[src/rtl/pipeline_pkg.sv]
// Shared pipeline types: register index, ALU op, control bundle and the
// ID/EX hazard FSM states. ZERO_REG is also used by the forwarding unit.
package pipeline_pkg;

    typedef logic [4:0] reg_idx_t;
    typedef logic [3:0] alu_op_t;

    // Register 31 is the hard-wired zero register in this core.
    localparam reg_idx_t ZERO_REG = 5'd31;

    typedef struct packed {
        logic    reg_write;
        logic    mem_read;
        logic    mem_write;
        logic    mem_to_reg;
        logic    alu_src;
        alu_op_t alu_op;
    } ctrl_t;

    localparam ctrl_t CTRL_NOP = '0;

    typedef enum logic [0:0] {
        RUN    = 1'b0,
        BUBBLE = 1'b1
    } ex_state_e;

endpackage

[src/rtl/id_ex_stage_load_use_detect.sv]
// Combinational load-use compare: a load in EX whose destination is read by
// the instruction currently in ID. Writes to ZERO_REG never create a hazard.
import pipeline_pkg::*;

module load_use_detect (
    input  logic     ex_valid,
    input  logic     ex_mem_read,
    input  reg_idx_t ex_rd,
    input  logic     id_valid,
    input  reg_idx_t id_rs1,
    input  reg_idx_t id_rs2,
    input  logic     id_uses_rs2,
    output logic     hazard
);

    logic rs1_match;
    logic rs2_match;

    assign rs1_match = (ex_rd == id_rs1);
    assign rs2_match = id_uses_rs2 && (ex_rd == id_rs2);
    assign hazard    = ex_valid && ex_mem_read && (ex_rd != ZERO_REG) &&
                       id_valid && (rs1_match || rs2_match);

endmodule

[src/rtl/id_ex_stage.sv]
// ID/EX pipeline register with load-use bubble injection.
// Handshake: ex_stall=1 means EX/MEM cannot accept, so this stage holds every
// register; stall_if_id=1 tells PC and IF/ID to hold their contents this
// cycle. flush overrides both and kills the instruction in EX.
// Optional feature macro: ID_EX_PERF_CNT_EN adds perf_bubbles/perf_flushes.
import pipeline_pkg::*;

module id_ex_stage #(
    parameter int DATA_W           = 64,
    parameter int LOAD_USE_BUBBLES = 1
) (
    input  logic              clk,
    input  logic              rst_n,
    input  logic              id_valid,
    input  reg_idx_t          id_rs1,
    input  reg_idx_t          id_rs2,
    input  logic              id_uses_rs2,
    input  reg_idx_t          id_rd,
    input  ctrl_t             id_ctrl,
    input  logic [DATA_W-1:0] id_rd1,
    input  logic [DATA_W-1:0] id_rd2,
    input  logic [DATA_W-1:0] id_imm,
    input  logic [DATA_W-1:0] id_pc,
    input  logic              ex_stall,
    input  logic              flush,
    output logic              stall_if_id,
    output logic              ex_valid,
    output reg_idx_t          ex_rs1,
    output reg_idx_t          ex_rs2,
    output reg_idx_t          ex_rd,
    output ctrl_t             ex_ctrl,
    output logic [DATA_W-1:0] ex_rd1,
    output logic [DATA_W-1:0] ex_rd2,
    output logic [DATA_W-1:0] ex_imm,
    output logic [DATA_W-1:0] ex_pc,
    output ex_state_e         state_dbg
`ifdef ID_EX_PERF_CNT_EN
    ,
    output logic [31:0]       perf_bubbles,
    output logic [31:0]       perf_flushes
`endif
);

    localparam int CNT_W = $clog2(LOAD_USE_BUBBLES + 1);
    localparam logic [CNT_W-1:0] CNT_INIT = CNT_W'(LOAD_USE_BUBBLES - 1);
    localparam logic [CNT_W-1:0] CNT_LAST = CNT_W'(1);

    ex_state_e        state;
    logic [CNT_W-1:0] cnt;
    logic             hazard;
    logic             take_bubble;

    load_use_detect u_load_use_detect (
        .ex_valid    (ex_valid),
        .ex_mem_read (ex_ctrl.mem_read),
        .ex_rd       (ex_rd),
        .id_valid    (id_valid),
        .id_rs1      (id_rs1),
        .id_rs2      (id_rs2),
        .id_uses_rs2 (id_uses_rs2),
        .hazard      (hazard)
    );

    // A bubble goes into EX on the first hazard cycle and every BUBBLE cycle.
    assign take_bubble = ((state == RUN) && hazard) || (state == BUBBLE);
    assign stall_if_id = !flush && (ex_stall || take_bubble);
    assign state_dbg   = state;

    // Bubble FSM: RUN detects the hazard, BUBBLE counts down the remaining bubbles.
    always_ff @(posedge clk or negedge rst_n) begin
        if (!rst_n) begin
            state <= RUN;
            cnt   <= '0;
        end else if (flush) begin
            state <= RUN;
            cnt   <= '0;
        end else if (ex_stall) begin
            state <= state;
            cnt   <= cnt;
        end else if ((state == RUN) && hazard) begin
            if (LOAD_USE_BUBBLES > 1) begin
                state <= BUBBLE;
                cnt   <= CNT_INIT;
            end
        end else if (state == BUBBLE) begin
            cnt <= cnt - 1'b1;
            if (cnt == CNT_LAST) begin
                state <= RUN;
            end
        end
    end

    // Pipeline register: flush > ex_stall > bubble > load.
    // Data fields are left untouched on flush/bubble; only valid, control
    // and indices are cleared so the forwarding unit sees nothing live.
    always_ff @(posedge clk or negedge rst_n) begin
        if (!rst_n) begin
            ex_valid <= 1'b0;
            ex_ctrl  <= CTRL_NOP;
            ex_rs1   <= '0;
            ex_rs2   <= '0;
            ex_rd    <= '0;
            ex_rd1   <= '0;
            ex_rd2   <= '0;
            ex_imm   <= '0;
            ex_pc    <= '0;
        end else if (flush || (!ex_stall && take_bubble)) begin
            ex_valid <= 1'b0;
            ex_ctrl  <= CTRL_NOP;
            ex_rs1   <= '0;
            ex_rs2   <= '0;
            ex_rd    <= '0;
        end else if (!ex_stall) begin
            ex_valid <= id_valid;
            ex_ctrl  <= id_valid ? id_ctrl : CTRL_NOP;
            ex_rs1   <= id_rs1;
            ex_rs2   <= id_rs2;
            ex_rd    <= id_rd;
            ex_rd1   <= id_rd1;
            ex_rd2   <= id_rd2;
            ex_imm   <= id_imm;
            ex_pc    <= id_pc;
        end
    end

`ifdef ID_EX_PERF_CNT_EN
    // Event counters: injected bubbles and flushes that killed something.
    always_ff @(posedge clk or negedge rst_n) begin
        if (!rst_n) begin
            perf_bubbles <= '0;
            perf_flushes <= '0;
        end else begin
            if (flush && (ex_valid || id_valid)) begin
                perf_flushes <= perf_flushes + 32'd1;
            end
            if (!flush && !ex_stall && take_bubble) begin
                perf_bubbles <= perf_bubbles + 32'd1;
            end
        end
    end
`endif

endmodule

[config.mk]
export PLATFORM = sky130hd
export DESIGN_NAME = id_ex_stage
export DESIGN_NICKNAME = d
export VERILOG_FILES = /design/src/rtl/pipeline_pkg.sv /design/src/rtl/id_ex_stage_load_use_detect.sv /design/src/rtl/id_ex_stage.sv
export SDC_FILE = /design/constraint.sdc
export NUM_CORES = 1
export LEC_CHECK = 0
export CORE_AREA = 2 2 222 224
export DETAILED_ROUTE_END_ITERATION = 16
export DIE_AREA = 0 0 224 226
export SYNTH_ARGS = -nofsm -noshare
export SYNTH_HDL_FRONTEND = slang
export SYNTH_SLANG_ARGS = --single-unit
[constraint.sdc]
create_clock -name clk -period 1.9 [get_ports clk]
set_input_delay 0.285 -clock clk [delete_from_list [all_inputs] [get_ports clk]]
set_output_delay 0.285 -clock clk [all_outputs]
set_load 0.005 [all_outputs]
* After elaboration in Yosys (flattened, before gate mapping)
Index checks and enable logic that the tools add are counted.
** Cells by class
- Multiplexer cells :: 20
- Equality and inequality tests :: 6
- Reductions and logical operators :: 18
- Bitwise logic cells :: 3
- Add/subtract/negate cells :: 1
** Operators with widths (count)
- $mux 5 :: 6
- $mux 9 :: 3
- $mux 1 :: 11
- $eq 5x5->1 :: 2
- $logic_and 1x1->1 :: 8
- $ne 5x5->1 const B :: 1
- $logic_or 1x1->1 :: 4
- $ne 2x1->1 const B :: 2
- $reduce_and 2->1 :: 2
- $not 1->1 :: 3
- $reduce_and 3->1 :: 1
- $logic_not 1->1 :: 2
- $ne 2x2->1 const B :: 1
- $reduce_bool 2->1 :: 1
- $sub 1x1->1 const B :: 1
** Word-level totals
- Logic and storage cells :: 64
- Register bits :: 283
- Input bits :: 286
- Output and inout bits :: 283

* Depth between registers and ports, before layout
- Depth in word-level cells :: 10
- Depth in mapped cells :: 8

* Hierarchy
From an unflattened synthesis, not the netlist that was laid out.
** Unflattened totals
- Cell total of the unflattened synthesis :: 626
- Area total of the unflattened synthesis :: 10627.7 µm²
** Modules (own cells, without submodules)
- id_ex_stage :: times used 1, area each 10496.3 µm², sequential area each 7081.8 µm², cells each 608
- load_use_detect :: times used 1, area each 131.4 µm², sequential area each 0.0 µm², cells each 18

* Least setup slack after synthesis
OpenSTA, ideal clock, no wires.
- Kind :: reg2reg
- Start point :: reg ex_rd[4]
- End point :: reg ex_imm[0]
- Data arrival time :: 1.816 ns
- Setup slack :: -0.041 ns
- Cell stages (with the launch flop) :: 9
- Library setup time :: 0.125 ns
- Required time :: 1.775 ns
- Path through :: dfrtp_1 > xnor2_1 > nand3_1 > o32ai_2 > a21boi_1 > buf_2 > buf_6 > buf_6 > mux2_4
** Between the ends
- Cells in the longest elaborated chain, start to end :: 10
- Elaborated cells between the ends (all ways) :: 14
** Ends and longest elaborated chain
- start: declaration :: RTL line id_ex_stage.sv:30 : output reg_idx_t ex_rd,
- start signal: assignment :: RTL line id_ex_stage.sv:118 : ex_rd <= id_rd;
- $ne 5x5->1 / $eq 5x5->1 (equally long branches) :: RTL line id_ex_stage_load_use_detect.sv:21, id_ex_stage_load_use_detect.sv:20
- $logic_and 1x1->1, on equally long branches :: RTL line id_ex_stage_load_use_detect.sv:21, id_ex_stage_load_use_detect.sv:20
- $logic_and 1x1->1 / $logic_or 1x1->1 (equally long branches) :: RTL line id_ex_stage_load_use_detect.sv:21, id_ex_stage_load_use_detect.sv:22
- $logic_and 1x1->1 (*) :: RTL line id_ex_stage_load_use_detect.sv:22 : id_valid && (rs1_match || rs2_match);
- $logic_and 1x1->1 (*) :: RTL line id_ex_stage.sv:65 : assign take_bubble = ((state == RUN) && hazard) || (state == BUBBLE);
- $logic_or 1x1->1 (*) :: RTL line id_ex_stage.sv:65
- $logic_and 1x1->1 (*) :: RTL line id_ex_stage.sv:107 : end else if (flush || (!ex_stall && take_bubble)) begin
- $logic_or 1x1->1 (*) :: RTL line id_ex_stage.sv:107
- $not 1->1 (no source line) (*)
- $reduce_and 2->1 (no source line) (*)
- end signal: assignment :: RTL line id_ex_stage.sv:121 : ex_imm <= id_imm;
- end: declaration :: RTL line id_ex_stage.sv:34 : output logic [DATA_W-1:0] ex_imm,
Mark *: on every way between the ends. The rest lies on a longest branch, timed or not.
A chain may end at the register's enable or synchronous reset.

* Final worst setup path
- Start point :: reg ex_rd[2]
- End point :: reg ex_rd1[62]
** Between the ends
- Cells in the longest elaborated chain, start to end :: 10
- Elaborated cells between the ends (all ways) :: 14
** Ends and longest elaborated chain
- $ne 5x5->1 / $eq 5x5->1 (equally long branches) :: RTL line id_ex_stage_load_use_detect.sv:21, id_ex_stage_load_use_detect.sv:20
- $logic_and 1x1->1, on equally long branches :: RTL line id_ex_stage_load_use_detect.sv:21, id_ex_stage_load_use_detect.sv:20
- $logic_and 1x1->1 / $logic_or 1x1->1 (equally long branches) :: RTL line id_ex_stage_load_use_detect.sv:21, id_ex_stage_load_use_detect.sv:22
- $logic_and 1x1->1 (*) :: RTL line id_ex_stage_load_use_detect.sv:22
- $logic_and 1x1->1 (*) :: RTL line id_ex_stage.sv:65
- $logic_or 1x1->1 (*) :: RTL line id_ex_stage.sv:65
- $logic_and 1x1->1 (*) :: RTL line id_ex_stage.sv:107
- $logic_or 1x1->1 (*) :: RTL line id_ex_stage.sv:107
- $not 1->1 (no source line) (*)
- $reduce_and 2->1 (no source line) (*)
- end signal: assignment :: RTL line id_ex_stage.sv:119 : ex_rd1 <= id_rd1;
- end: declaration :: RTL line id_ex_stage.sv:32 : output logic [DATA_W-1:0] ex_rd1,
Marked as above.

==> impl_metrics.env <==
export IMPL_routabilityCongestion=0.791
export IMPL_worst_pin_slew_ps=456
export IMPL_drc_errors=0
export IMPL_grt_first_pass_wirelength_um=54000
export IMPL_fmax_ghz=0.442
export IMPL_regToRegSetupSlack_ps=-360
export IMPL_ys_warnings_count=0
export IMPL_maxCapViolations=0
export IMPL_syn_nets=914
export IMPL_start_util_pct=23.4
export IMPL_cts_tree="built"
export IMPL_p_leak_nw=9.03
export IMPL_die_area_um2=50600
export IMPL_antenna_found_initial=0
export IMPL_diodes=0
export IMPL_first_iter_violations=255
export IMPL_ir_drop_uv=653
export IMPL_fin_tns_setup_ps=-81940
export IMPL_finalClockSkew_ps=8.48
export IMPL_grt_overflow=0
export IMPL_nets=1580
export IMPL_cts_made_buffers=34
export IMPL_via_per_inst=4.10
export IMPL_syn_area_per_cell_um2=18.0
export IMPL_syn_area_um2=11300
export IMPL_cp_arrival_ps=2670
export IMPL_violations="negative setup slack"
export IMPL_fp_dieW_um=224
export IMPL_powerDensity_nw_per_um2=914
export IMPL_root_buffer="clkbuf_16"
export IMPL_endpoint="ex_rd1[62]"
export IMPL_ys_seq_area_share_pct=62.5
export IMPL_grt_max_degree=55
export IMPL_setup_viol=272
export IMPL_whs_ps=259
export IMPL_vias=7945
export IMPL_cts_sinks=283
export IMPL_num_fill_cells=4412
export IMPL_reg2reg_to="ex_rd1[62]"
export IMPL_synth_cell_type_count=24
export IMPL_grt_pass1_vias=8713
export IMPL_ios=569
export IMPL_hold_viol_final=0
export IMPL_final_layout_size_suffix_gt1_share_pct=31.9
export IMPL_worst_slack_ps=-362
export IMPL_synthCells=628
export IMPL_clockBufferDepth=3
export IMPL_final_cell_mix="clkdlybuf4s50_1, dfrtp_1, mux2_4, clkbuf_16, buf_4"
export IMPL_area_growth_pct=81.6
export IMPL_post_route_util_pct=42.5
export IMPL_rr_worst_depth=10
export IMPL_hp_class="primary input to async pin"
export IMPL_slew_headroom_pct=69.6
export IMPL_fin_crit_ps=2260
export IMPL_synth_top_area_share_pct=62.5
export IMPL_layout_commonest_cell="clkdlybuf4s50_1"
export IMPL_period_share_pct=119
export IMPL_synth_top_cell_by_area="dfrtp_1"
export IMPL_grt_usage_pct=13.9
export IMPL_startpoint_type="register"
export IMPL_routedWlPerCell_um=19.5
export IMPL_end_kind="register"
export IMPL_die_y_um=226
export IMPL_place_hpwl_um=26200
export IMPL_status="finished with violations"
export IMPL_critical_path_class="register to register"
export IMPL_synth_seq_cells=283
export IMPL_synthTopCellsByArea="dfrtp_1, mux2_4, mux2_2"
export IMPL_path_clk_slew_ps=60
export IMPL_wl_um=37800
export IMPL_critPathMaxFanout=8
export IMPL_clk_latency_ps=520
export IMPL_htreeDepth=2
export IMPL_crit_start="ex_rd[2]"
export IMPL_cp_required_ps=2300
export IMPL_reg2reg_from="ex_rd[2]"
export IMPL_portBuffers=568
export IMPL_total_power_w=0.0188
export IMPL_rows=81
export IMPL_final_antenna_net_count=0
export IMPL_coreArea_um2=48300
export IMPL_slew_viol_final=0
export IMPL_drtPass1Iterations=4
export IMPL_rsz0062_at_grt="true"
## timing repair
action / CTS / global route
hold buffers: 1 / 0
endpoints found under the setup margin: 270 / 276
hold endpoints to repair: 63 / 0
resized for setup: 71 / 107
pin swaps: 12 / 16
setup buffers: 11 / 11
cloned: 11 / 6
## cell usage after synthesis (all sizes together)
library cell / n
a21boi: 1
a21o: 1
a21oi: 3
a22o: 24
and4: 1
buf: 32
clkbuf: 2
dfrtp: 283
mux2: 256
nand2: 3
nand3: 2
nand4: 1
nor2: 2
nor2b: 3
nor3: 1
nor3b: 1
o32ai: 1
xnor2: 9
xor2: 2
## logic make-up (layout without fill, tap and decap cells)
family / Yosys count / after routing / synth area share (%)
buffers and inverters: 34 / 724 / 2.60
AND/OR/NAND/NOR: 14 / 14 / 0.663
flip-flops: 283 / 283 / 62.5
XOR/XNOR: 11 / 11 / 0.851
multiplexers: 256 / 256 / 31.1
AO/OA/AOI/OAI: 30 / 30 / 2.26
## worst min-delay path by stage
stage                     start  slack, ps  cells after the start          to
after floorplan           rst_n        -10                      0         cnt
final                     rst_n        260                      2   ex_pc[32]
after detailed placement  rst_n        220                      1  ex_imm[13]
after CTS                 rst_n        230                      2   ex_imm[5]
after global routing      rst_n        260                      2  ex_imm[58]
after global placement    rst_n        220                      1   ex_imm[5]
## state kept, by name, summed over array words and instances (netlist names)
register / flops
cnt: 1
ex_ctrl: 9
ex_imm: 64
ex_pc: 64
ex_rd: 5
ex_rd1: 64
ex_rd2: 64
ex_rs1: 5
ex_rs2: 5
ex_valid: 1
state_dbg: 1
## critical path, cell delays in order (launching register included)
cell and delay [ps]:
dfrtp_2 450, xnor2_2 180, nand3_2 130, o32ai_4 300, buf_6 150, a21boi_4 50, buf_12 160, buf_12 140
buf_16 140, buf_8 130, mux2_4 290
## where the power goes
group	leakage [nW]	total, W	switching, W	internal [W]
Combinational	5.08	0.00462	0.00129	0.00333
Sequential	3.36	0.00738	0.000509	0.00687
Clock	0.585	0.00681	0.00262	0.00419
## metal layers
metal / part of all wire, % / vias up / track usage (%)
met3: 7.7 / 69 / 4.50
met2: 50 / 337 / 23.8
met1: 40 / 3975 / 16.3
met5: 0 / - / 0
met4: 2.8 / 0 / 5.23
li1: - / 3564 / -
## area by class of cell
type | count | area, um^2 | area share, %
timing repair buffer | 664 | 7180 | 34.9
sequential | 283 | 7090 | 34.5
multi-input combinational | 311 | 4340 | 21.1
clock buffer | 51 | 1080 | 5.24
tap | 622 | 778 | 3.78
clock inverter | 9 | 101 | 0.493
## per-stage QoR
step	cell area [um^2]	worst slack, ps	instances
global placement	18200	-496	1845
finish	20600	-362	1940
global route	20600	-471	1940
detailed placement	18200	-516	1845
CTS	20000	-416	1928
floorplan	11300	19.8	628
Note: power is estimated with default switching activity, not from simulation.
